File: config.mk
export PLATFORM = sky130hd
export DESIGN_NAME = pl_ex_mem_stage_flat
export DESIGN_NICKNAME = d
export VERILOG_FILES = /design/src/rtl/pl_ex_mem_stage_if.sv /design/src/rtl/pl_ex_mem_stage.sv /design/src/flat_wrapper.sv
export SDC_FILE = /design/constraint.sdc
export NUM_CORES = 1
export LEC_CHECK = 0
export ABC_CLOCK_PERIOD_IN_PS = 3000
export CORE_MARGIN = 5
export CORE_UTILIZATION = 44
export DETAILED_ROUTE_END_ITERATION = 12
export GPL_ROUTABILITY_DRIVEN = 0
export PLACE_DENSITY = 0.95
export SLEW_MARGIN = 20
export SYNTH_ARGS = -nofsm -noshare
export SYNTH_HDL_FRONTEND = slang
export SYNTH_SLANG_ARGS = --single-unit
File: constraint.sdc
create_clock -name clk -period 3 [get_ports clk]
set_clock_uncertainty 0.05 [all_clocks]
set_input_delay 0.45 -clock clk [delete_from_list [all_inputs] [get_ports clk]]
set_output_delay 0.45 -clock clk [all_outputs]
set_load 0.005 [all_outputs]
File: src/rtl/pl_ex_mem_stage_if.sv
// EX/MEM boundary bundle of the RV32I pipeline.
// Execute-side inputs plus redirect, MEM register and statistics outputs.
interface pl_ex_mem_stage_if #(
    parameter int W = 32
);
    logic         ValidE;
    logic [W-1:0] ALUResult;
    logic         ZeroFlag;
    logic [W-1:0] WriteDataE;
    logic [4:0]   RdE;
    logic         RegWriteE;
    logic         MemWriteE;
    logic [1:0]   ResultSrcE;
    logic [W-1:0] PCPlus4E;
    logic [W-1:0] PCTargetE;
    logic         BranchE;
    logic         BranchInvE;
    logic         JumpE;
    logic         JalrE;
    logic         StallM;

    logic         PCSrcE;
    logic [W-1:0] PCRedirectE;
    logic         FlushFE;
    logic         ValidM;
    logic         RegWriteM;
    logic         MemWriteM;
    logic [W-1:0] ALUResultM;
    logic [W-1:0] WriteDataM;
    logic [W-1:0] PCPlus4M;
    logic [4:0]   RdM;
    logic [1:0]   ResultSrcM;
    logic [31:0]  BranchCount;
    logic [31:0]  TakenCount;

    modport master (
        output ValidE, ALUResult, ZeroFlag, WriteDataE, RdE,
        output RegWriteE, MemWriteE, ResultSrcE,
        output PCPlus4E, PCTargetE,
        output BranchE, BranchInvE, JumpE, JalrE, StallM,
        input  PCSrcE, PCRedirectE, FlushFE,
        input  ValidM, RegWriteM, MemWriteM,
        input  ALUResultM, WriteDataM, PCPlus4M, RdM, ResultSrcM,
        input  BranchCount, TakenCount
    );

    modport slave (
        input  ValidE, ALUResult, ZeroFlag, WriteDataE, RdE,
        input  RegWriteE, MemWriteE, ResultSrcE,
        input  PCPlus4E, PCTargetE,
        input  BranchE, BranchInvE, JumpE, JalrE, StallM,
        output PCSrcE, PCRedirectE, FlushFE,
        output ValidM, RegWriteM, MemWriteM,
        output ALUResultM, WriteDataM, PCPlus4M, RdM, ResultSrcM,
        output BranchCount, TakenCount
    );
endinterface

File: src/rtl/pl_ex_mem_stage.sv
// Execute-to-memory stage: branch resolution, PC redirect,
// EX/MEM pipeline register and wrap-around branch statistics.
module pl_ex_mem_stage #(
    parameter int W = 32
) (
    input logic          clk,
    input logic          rst,
    pl_ex_mem_stage_if.slave bus
);
    logic        cond;
    logic        fire;
    logic        taken;
    logic        ctl;
    logic [31:0] branch_q;
    logic [31:0] taken_q;

    // Branch resolution and redirect, combinational in the EX cycle
    always_comb begin
        cond  = bus.ZeroFlag ^ bus.BranchInvE;
        fire  = bus.ValidE & ~bus.StallM;
        ctl   = bus.BranchE | bus.JumpE;
        taken = fire & (bus.JumpE | (bus.BranchE & cond));
        bus.PCSrcE  = taken;
        bus.FlushFE = taken;
        if (bus.JalrE) begin
            bus.PCRedirectE = {bus.ALUResult[W-1:1], 1'b0};
        end else begin
            bus.PCRedirectE = bus.PCTargetE;
        end
    end

    // EX/MEM register: reset clears, stall holds, otherwise load
    always_ff @(posedge clk) begin
        if (rst) begin
            bus.ValidM     <= 1'b0;
            bus.RegWriteM  <= 1'b0;
            bus.MemWriteM  <= 1'b0;
            bus.ALUResultM <= '0;
            bus.WriteDataM <= '0;
            bus.PCPlus4M   <= '0;
            bus.RdM        <= '0;
            bus.ResultSrcM <= '0;
        end else if (!bus.StallM) begin
            bus.ValidM     <= bus.ValidE;
            bus.RegWriteM  <= bus.RegWriteE & bus.ValidE;
            bus.MemWriteM  <= bus.MemWriteE & bus.ValidE;
            bus.ALUResultM <= bus.ALUResult;
            bus.WriteDataM <= bus.WriteDataE;
            bus.PCPlus4M   <= bus.PCPlus4E;
            bus.RdM        <= bus.RdE;
            bus.ResultSrcM <= bus.ResultSrcE;
        end
    end

    // Branch statistics, free-running and wrapping at 2^32
    always_ff @(posedge clk) begin
        if (rst) begin
            branch_q <= '0;
            taken_q  <= '0;
        end else begin
            if (fire & ctl) begin
                branch_q <= branch_q + 32'd1;
            end
            if (taken) begin
                taken_q <= taken_q + 32'd1;
            end
        end
    end

    assign bus.BranchCount = branch_q;
    assign bus.TakenCount  = taken_q;
endmodule

File: src/flat_wrapper.sv
// flat-port wrapper written by rule: the top's interface ports become plain ports
module pl_ex_mem_stage_flat 
#(
    parameter int W = 32
)
  (clk, rst, bus_ValidE, bus_ALUResult, bus_ZeroFlag, bus_WriteDataE, bus_RdE, bus_RegWriteE, bus_MemWriteE, bus_ResultSrcE, bus_PCPlus4E, bus_PCTargetE, bus_BranchE, bus_BranchInvE, bus_JumpE, bus_JalrE, bus_StallM, bus_PCSrcE, bus_PCRedirectE, bus_FlushFE, bus_ValidM, bus_RegWriteM, bus_MemWriteM, bus_ALUResultM, bus_WriteDataM, bus_PCPlus4M, bus_RdM, bus_ResultSrcM, bus_BranchCount, bus_TakenCount);
  pl_ex_mem_stage_if #(.W(W)) bus_i ();
  input logic clk;
  input logic rst;
  input wire logic [$bits(bus_i.ValidE)-1:0] bus_ValidE;
  input wire logic [$bits(bus_i.ALUResult)-1:0] bus_ALUResult;
  input wire logic [$bits(bus_i.ZeroFlag)-1:0] bus_ZeroFlag;
  input wire logic [$bits(bus_i.WriteDataE)-1:0] bus_WriteDataE;
  input wire logic [$bits(bus_i.RdE)-1:0] bus_RdE;
  input wire logic [$bits(bus_i.RegWriteE)-1:0] bus_RegWriteE;
  input wire logic [$bits(bus_i.MemWriteE)-1:0] bus_MemWriteE;
  input wire logic [$bits(bus_i.ResultSrcE)-1:0] bus_ResultSrcE;
  input wire logic [$bits(bus_i.PCPlus4E)-1:0] bus_PCPlus4E;
  input wire logic [$bits(bus_i.PCTargetE)-1:0] bus_PCTargetE;
  input wire logic [$bits(bus_i.BranchE)-1:0] bus_BranchE;
  input wire logic [$bits(bus_i.BranchInvE)-1:0] bus_BranchInvE;
  input wire logic [$bits(bus_i.JumpE)-1:0] bus_JumpE;
  input wire logic [$bits(bus_i.JalrE)-1:0] bus_JalrE;
  input wire logic [$bits(bus_i.StallM)-1:0] bus_StallM;
  output wire logic [$bits(bus_i.PCSrcE)-1:0] bus_PCSrcE;
  output wire logic [$bits(bus_i.PCRedirectE)-1:0] bus_PCRedirectE;
  output wire logic [$bits(bus_i.FlushFE)-1:0] bus_FlushFE;
  output wire logic [$bits(bus_i.ValidM)-1:0] bus_ValidM;
  output wire logic [$bits(bus_i.RegWriteM)-1:0] bus_RegWriteM;
  output wire logic [$bits(bus_i.MemWriteM)-1:0] bus_MemWriteM;
  output wire logic [$bits(bus_i.ALUResultM)-1:0] bus_ALUResultM;
  output wire logic [$bits(bus_i.WriteDataM)-1:0] bus_WriteDataM;
  output wire logic [$bits(bus_i.PCPlus4M)-1:0] bus_PCPlus4M;
  output wire logic [$bits(bus_i.RdM)-1:0] bus_RdM;
  output wire logic [$bits(bus_i.ResultSrcM)-1:0] bus_ResultSrcM;
  output wire logic [$bits(bus_i.BranchCount)-1:0] bus_BranchCount;
  output wire logic [$bits(bus_i.TakenCount)-1:0] bus_TakenCount;
  assign bus_i.ValidE = bus_ValidE;
  assign bus_i.ALUResult = bus_ALUResult;
  assign bus_i.ZeroFlag = bus_ZeroFlag;
  assign bus_i.WriteDataE = bus_WriteDataE;
  assign bus_i.RdE = bus_RdE;
  assign bus_i.RegWriteE = bus_RegWriteE;
  assign bus_i.MemWriteE = bus_MemWriteE;
  assign bus_i.ResultSrcE = bus_ResultSrcE;
  assign bus_i.PCPlus4E = bus_PCPlus4E;
  assign bus_i.PCTargetE = bus_PCTargetE;
  assign bus_i.BranchE = bus_BranchE;
  assign bus_i.BranchInvE = bus_BranchInvE;
  assign bus_i.JumpE = bus_JumpE;
  assign bus_i.JalrE = bus_JalrE;
  assign bus_i.StallM = bus_StallM;
  assign bus_PCSrcE = bus_i.PCSrcE;
  assign bus_PCRedirectE = bus_i.PCRedirectE;
  assign bus_FlushFE = bus_i.FlushFE;
  assign bus_ValidM = bus_i.ValidM;
  assign bus_RegWriteM = bus_i.RegWriteM;
  assign bus_MemWriteM = bus_i.MemWriteM;
  assign bus_ALUResultM = bus_i.ALUResultM;
  assign bus_WriteDataM = bus_i.WriteDataM;
  assign bus_PCPlus4M = bus_i.PCPlus4M;
  assign bus_RdM = bus_i.RdM;
  assign bus_ResultSrcM = bus_i.ResultSrcM;
  assign bus_BranchCount = bus_i.BranchCount;
  assign bus_TakenCount = bus_i.TakenCount;
  pl_ex_mem_stage #(.W(W)) u_core (.clk(clk), .rst(rst), .bus(bus_i));
endmodule
==> results of run 1 <==
==> layout make-up <==
type,instances,area [um2]
fillers,1102,4470
multi-input cells,507,3500
diodes,1,2.50
repair buffers,357,3600
inverters,10,37.5
clock inverters,11,135
clock buffers,21,460
flip-flops and latches,170,3400
well taps,216,270
==> critical path, stage by stage <==
cell and delay, ps:
clkdlybuf4s50_1 520, nor2b_2 300, a31oi_2 150, inv_2 240
clkdlybuf4s50_1 560
==> final timing paths <==
kind,start,end,slack [ps]
min,bus_StallM,u_core.bus.RegWriteM,280
min reg2reg,u_core.bus.ValidM,u_core.bus.ValidM,410
max reg2reg,u_core.bus.BranchCount[16],u_core.bus.BranchCount[31],740
max,bus_ValidE,bus_FlushFE,290
==> per-layer routing <==
layer,vias up,routed length [um],track usage [%]
met5,-,0,0
met3,32,1990,8.14
met4,0,561,9.15
li1,3189,-,-
met1,3113,8750,25.9
met2,262,12800,45.0
==> cells in the mapped netlist, types with 2 or more instances <==
cell / count / area share [%]
dfxtp_1: 170 / 48
nor2_1: 160 / 8.4
mux2i_1: 103 / 14
xnor2_1: 39 / 4.8
mux2_2: 32 / 5.1
clkbuf_1: 26 / 1.4
nand2_1: 22 / 1.2
nand3_1: 21 / 1.5
a21oi_1: 16 / 1.1
buf_1: 14 / 0.74
nor3_1: 13 / 0.91
nand4_1: 12 / 1.1
nor4_1: 12 / 1.1
xor2_1: 11 / 1.4
inv_1: 9 / 0.47
and4_1: 8 / 0.98
nor4_2: 7 / 1.2
o21ai_0: 7 / 0.49
or3_1: 7 / 0.62
o31ai_1: 6 / 0.63
or4_1: 6 / 0.63
buf_2: 4 / 0.28
a22oi_1: 2 / 0.21
and3_1: 2 / 0.18
ha_1: 2 / 0.35
nand4_4: 2 / 0.60
nand4b_1: 2 / 0.25
nor2b_1: 2 / 0.18
nor4bb_1: 2 / 0.28
==> stage by stage <==
step	power, mW	cells	area, um2	setup slack (ps)
floorplan	2.70	732	7120	801
global placement	3.19	1260	10800	394
detailed placement	3.21	1260	10800	325
CTS	5.41	1292	11400	325
global route	5.56	1293	11400	192
finish	5.38	1293	11400	288
==> state kept, by name, indices dropped and copies added, names as in the netlist <==
signal                  flops
u_core.bus.ValidM           1
u_core.bus.ResultSrcM       2
u_core.bus.BranchCount     32
u_core.bus.PCPlus4M        32
u_core.bus.RegWriteM        1
u_core.bus.TakenCount      32
u_core.bus.MemWriteM        1
u_core.bus.WriteDataM      32
u_core.bus.ALUResultM      32
u_core.bus.RdM              5
==> power groups by stage <==
stage | Sequential (mW) | Clock [mW] | Combinational (mW)
after detailed placement | 2.44 | 0 | 0.770
after global placement | 2.44 | 0 | 0.749
after CTS | 2.39 | 2.24 | 0.776
after floorplan | 2.45 | 0 | 0.251
final | 2.39 | 2.21 | 0.771
after global routing | 2.40 | 2.34 | 0.822
==> kinds of logic after synthesis <==
logic type,count (synthesis)
xor+xnor,50
compound gates,32
buf+inv,55
fa+ha+maj,2
simple gates,288
flops,170
mux,135
==> results.json, run 1 <==
{
  "die_w_um": 137,
  "start_kind": "input pin",
  "dp_hpwl_um": 18200,
  "hold_buffers": 0,
  "overflow": 0,
  "vias_per_cell": 5.10,
  "hold_path.class": "input pin to register",
  "wl_per_cell_um": 18.6,
  "power.density_nw_per_um2": 471,
  "synth_seq_cells": 170,
  "grt_pass1_wl_um": 35900,
  "clkPwrFrac_pct": 41.1,
  "ys_warn_count": 0,
  "final_cell_mix": "347 x clkdlybuf4s50_1, 170 x dfxtp_1, 160 x nor2_1, 103 x mux2i_1, 39 x xnor2_1",
  "route.detailed.drc": 0,
  "grt_max_degree": 105,
  "fin_nets": 1211,
  "ant_nets": 0,
  "cts_buffers": 17,
  "core_area_um2": 15900,
  "ys_async_sr_fraction_pct": 0,
  "relSlewSlack_pct": 33.7,
  "path_max_fanout": 13,
  "switching_power_mw": 1.26,
  "synth_ff_type": "dfxtp_1",
  "routed_wl_um": 24100,
  "htree_levels": 4,
  "fmax_ghz": 0.369,
  "synth-simple-area-share_pct": 20.5,
  "drive_above_1_share_pct": 8.18,
  "end_kind": "output port",
  "io_buffers": 349,
  "cts.sinks": 170,
  "reg2reg_depth": 5,
  "intPower_mw": 4.12,
  "syn_nets": 880,
  "synth_compound_area_share_pct": 2.64,
  "insertion_delay_ps": 420,
  "clockBufferDepth": 2,
  "cp.required_ps": 2500,
  "synth.distinct_cells": 42,
  "cts_tree": "done",
  "finalSetupTns_ps": 0,
  "post_cts_resized": 0,
  "setup_viol": 0,
  "final_common_cell": "clkdlybuf4s50_1",
  "synthAdderAreaFrac_pct": 0.352,
  "std_cell_rows": 46,
  "grt_use_total_pct": 24.5,
  "synth_area_um2": 7120,
  "num_io_pins": 350,
  "max_cap_viol_count": 0,
  "synth_edf_count": 0,
  "synth_xor_area_share_pct": 6.15,
  "antenna_found_initial": 1,
  "critPathArrivalTime_ps": 2210,
  "hold_viol_final": 0,
  "hold_ws_ps": 281,
  "vias": 6596,
  "first_pass_iters": 4,
  "p_seq_share_pct": 44.5,
  "seq_area_frac_synth_pct": 47.8,
  "synthMuxAreaShare_pct": 19.5,
  "ir_drop_v": 0.000363,
  "start_util_pct": 44.8,
  "fin_crit_sh_pct": 90.4,
  "critPathKind": "input pin to output port",
  "synth_top_family_by_area": "simple AND/OR/NAND/NOR gates",
  "power.share.combinational_pct": 14.3,
  "drt_first_iter_violations": 324,
  "cts_setup_buffers": 0,
  "clkTransAtPathRegs_ps": 70,
  "slew_viol_final": 0,
  "status": "finished clean",
  "grt_pass1_vias": 6746,
  "period_needed_ps": 2710,
  "fin_util_pct": 71.8,
  "swShare_pct": 23.4,
  "rsz0062_at_grt": "false",
  "whs_path_depth": 3,
  "synth_cells": 732,
  "leakagePower_nw": 4.31,
  "cts_root_buffer": "clkbuf_16",
  "synth.avg_cell_area_um2": 9.72,
  "tightest_slew_ps": 994,
  "area_growth_syn_to_layout_pct": 60.3,
  "die_area_um2": 18800,
  "chipHeight_um": 137
}
No activity file was read; power rests on OpenSTA's default activity.
==> run 2, diff against run 1 <==
SLEW_MARGIN = 5   (was 20)
==> results of run 2 <==
Same layout as run 1: the final DEF is identical, and so are final timing and power.
==> run 3, diff against run 2 <==
GPL_ROUTABILITY_DRIVEN = 1   (was 0)
==> results of run 3 <==
Same layout as run 1: the final DEF is identical, and so are final timing and power.
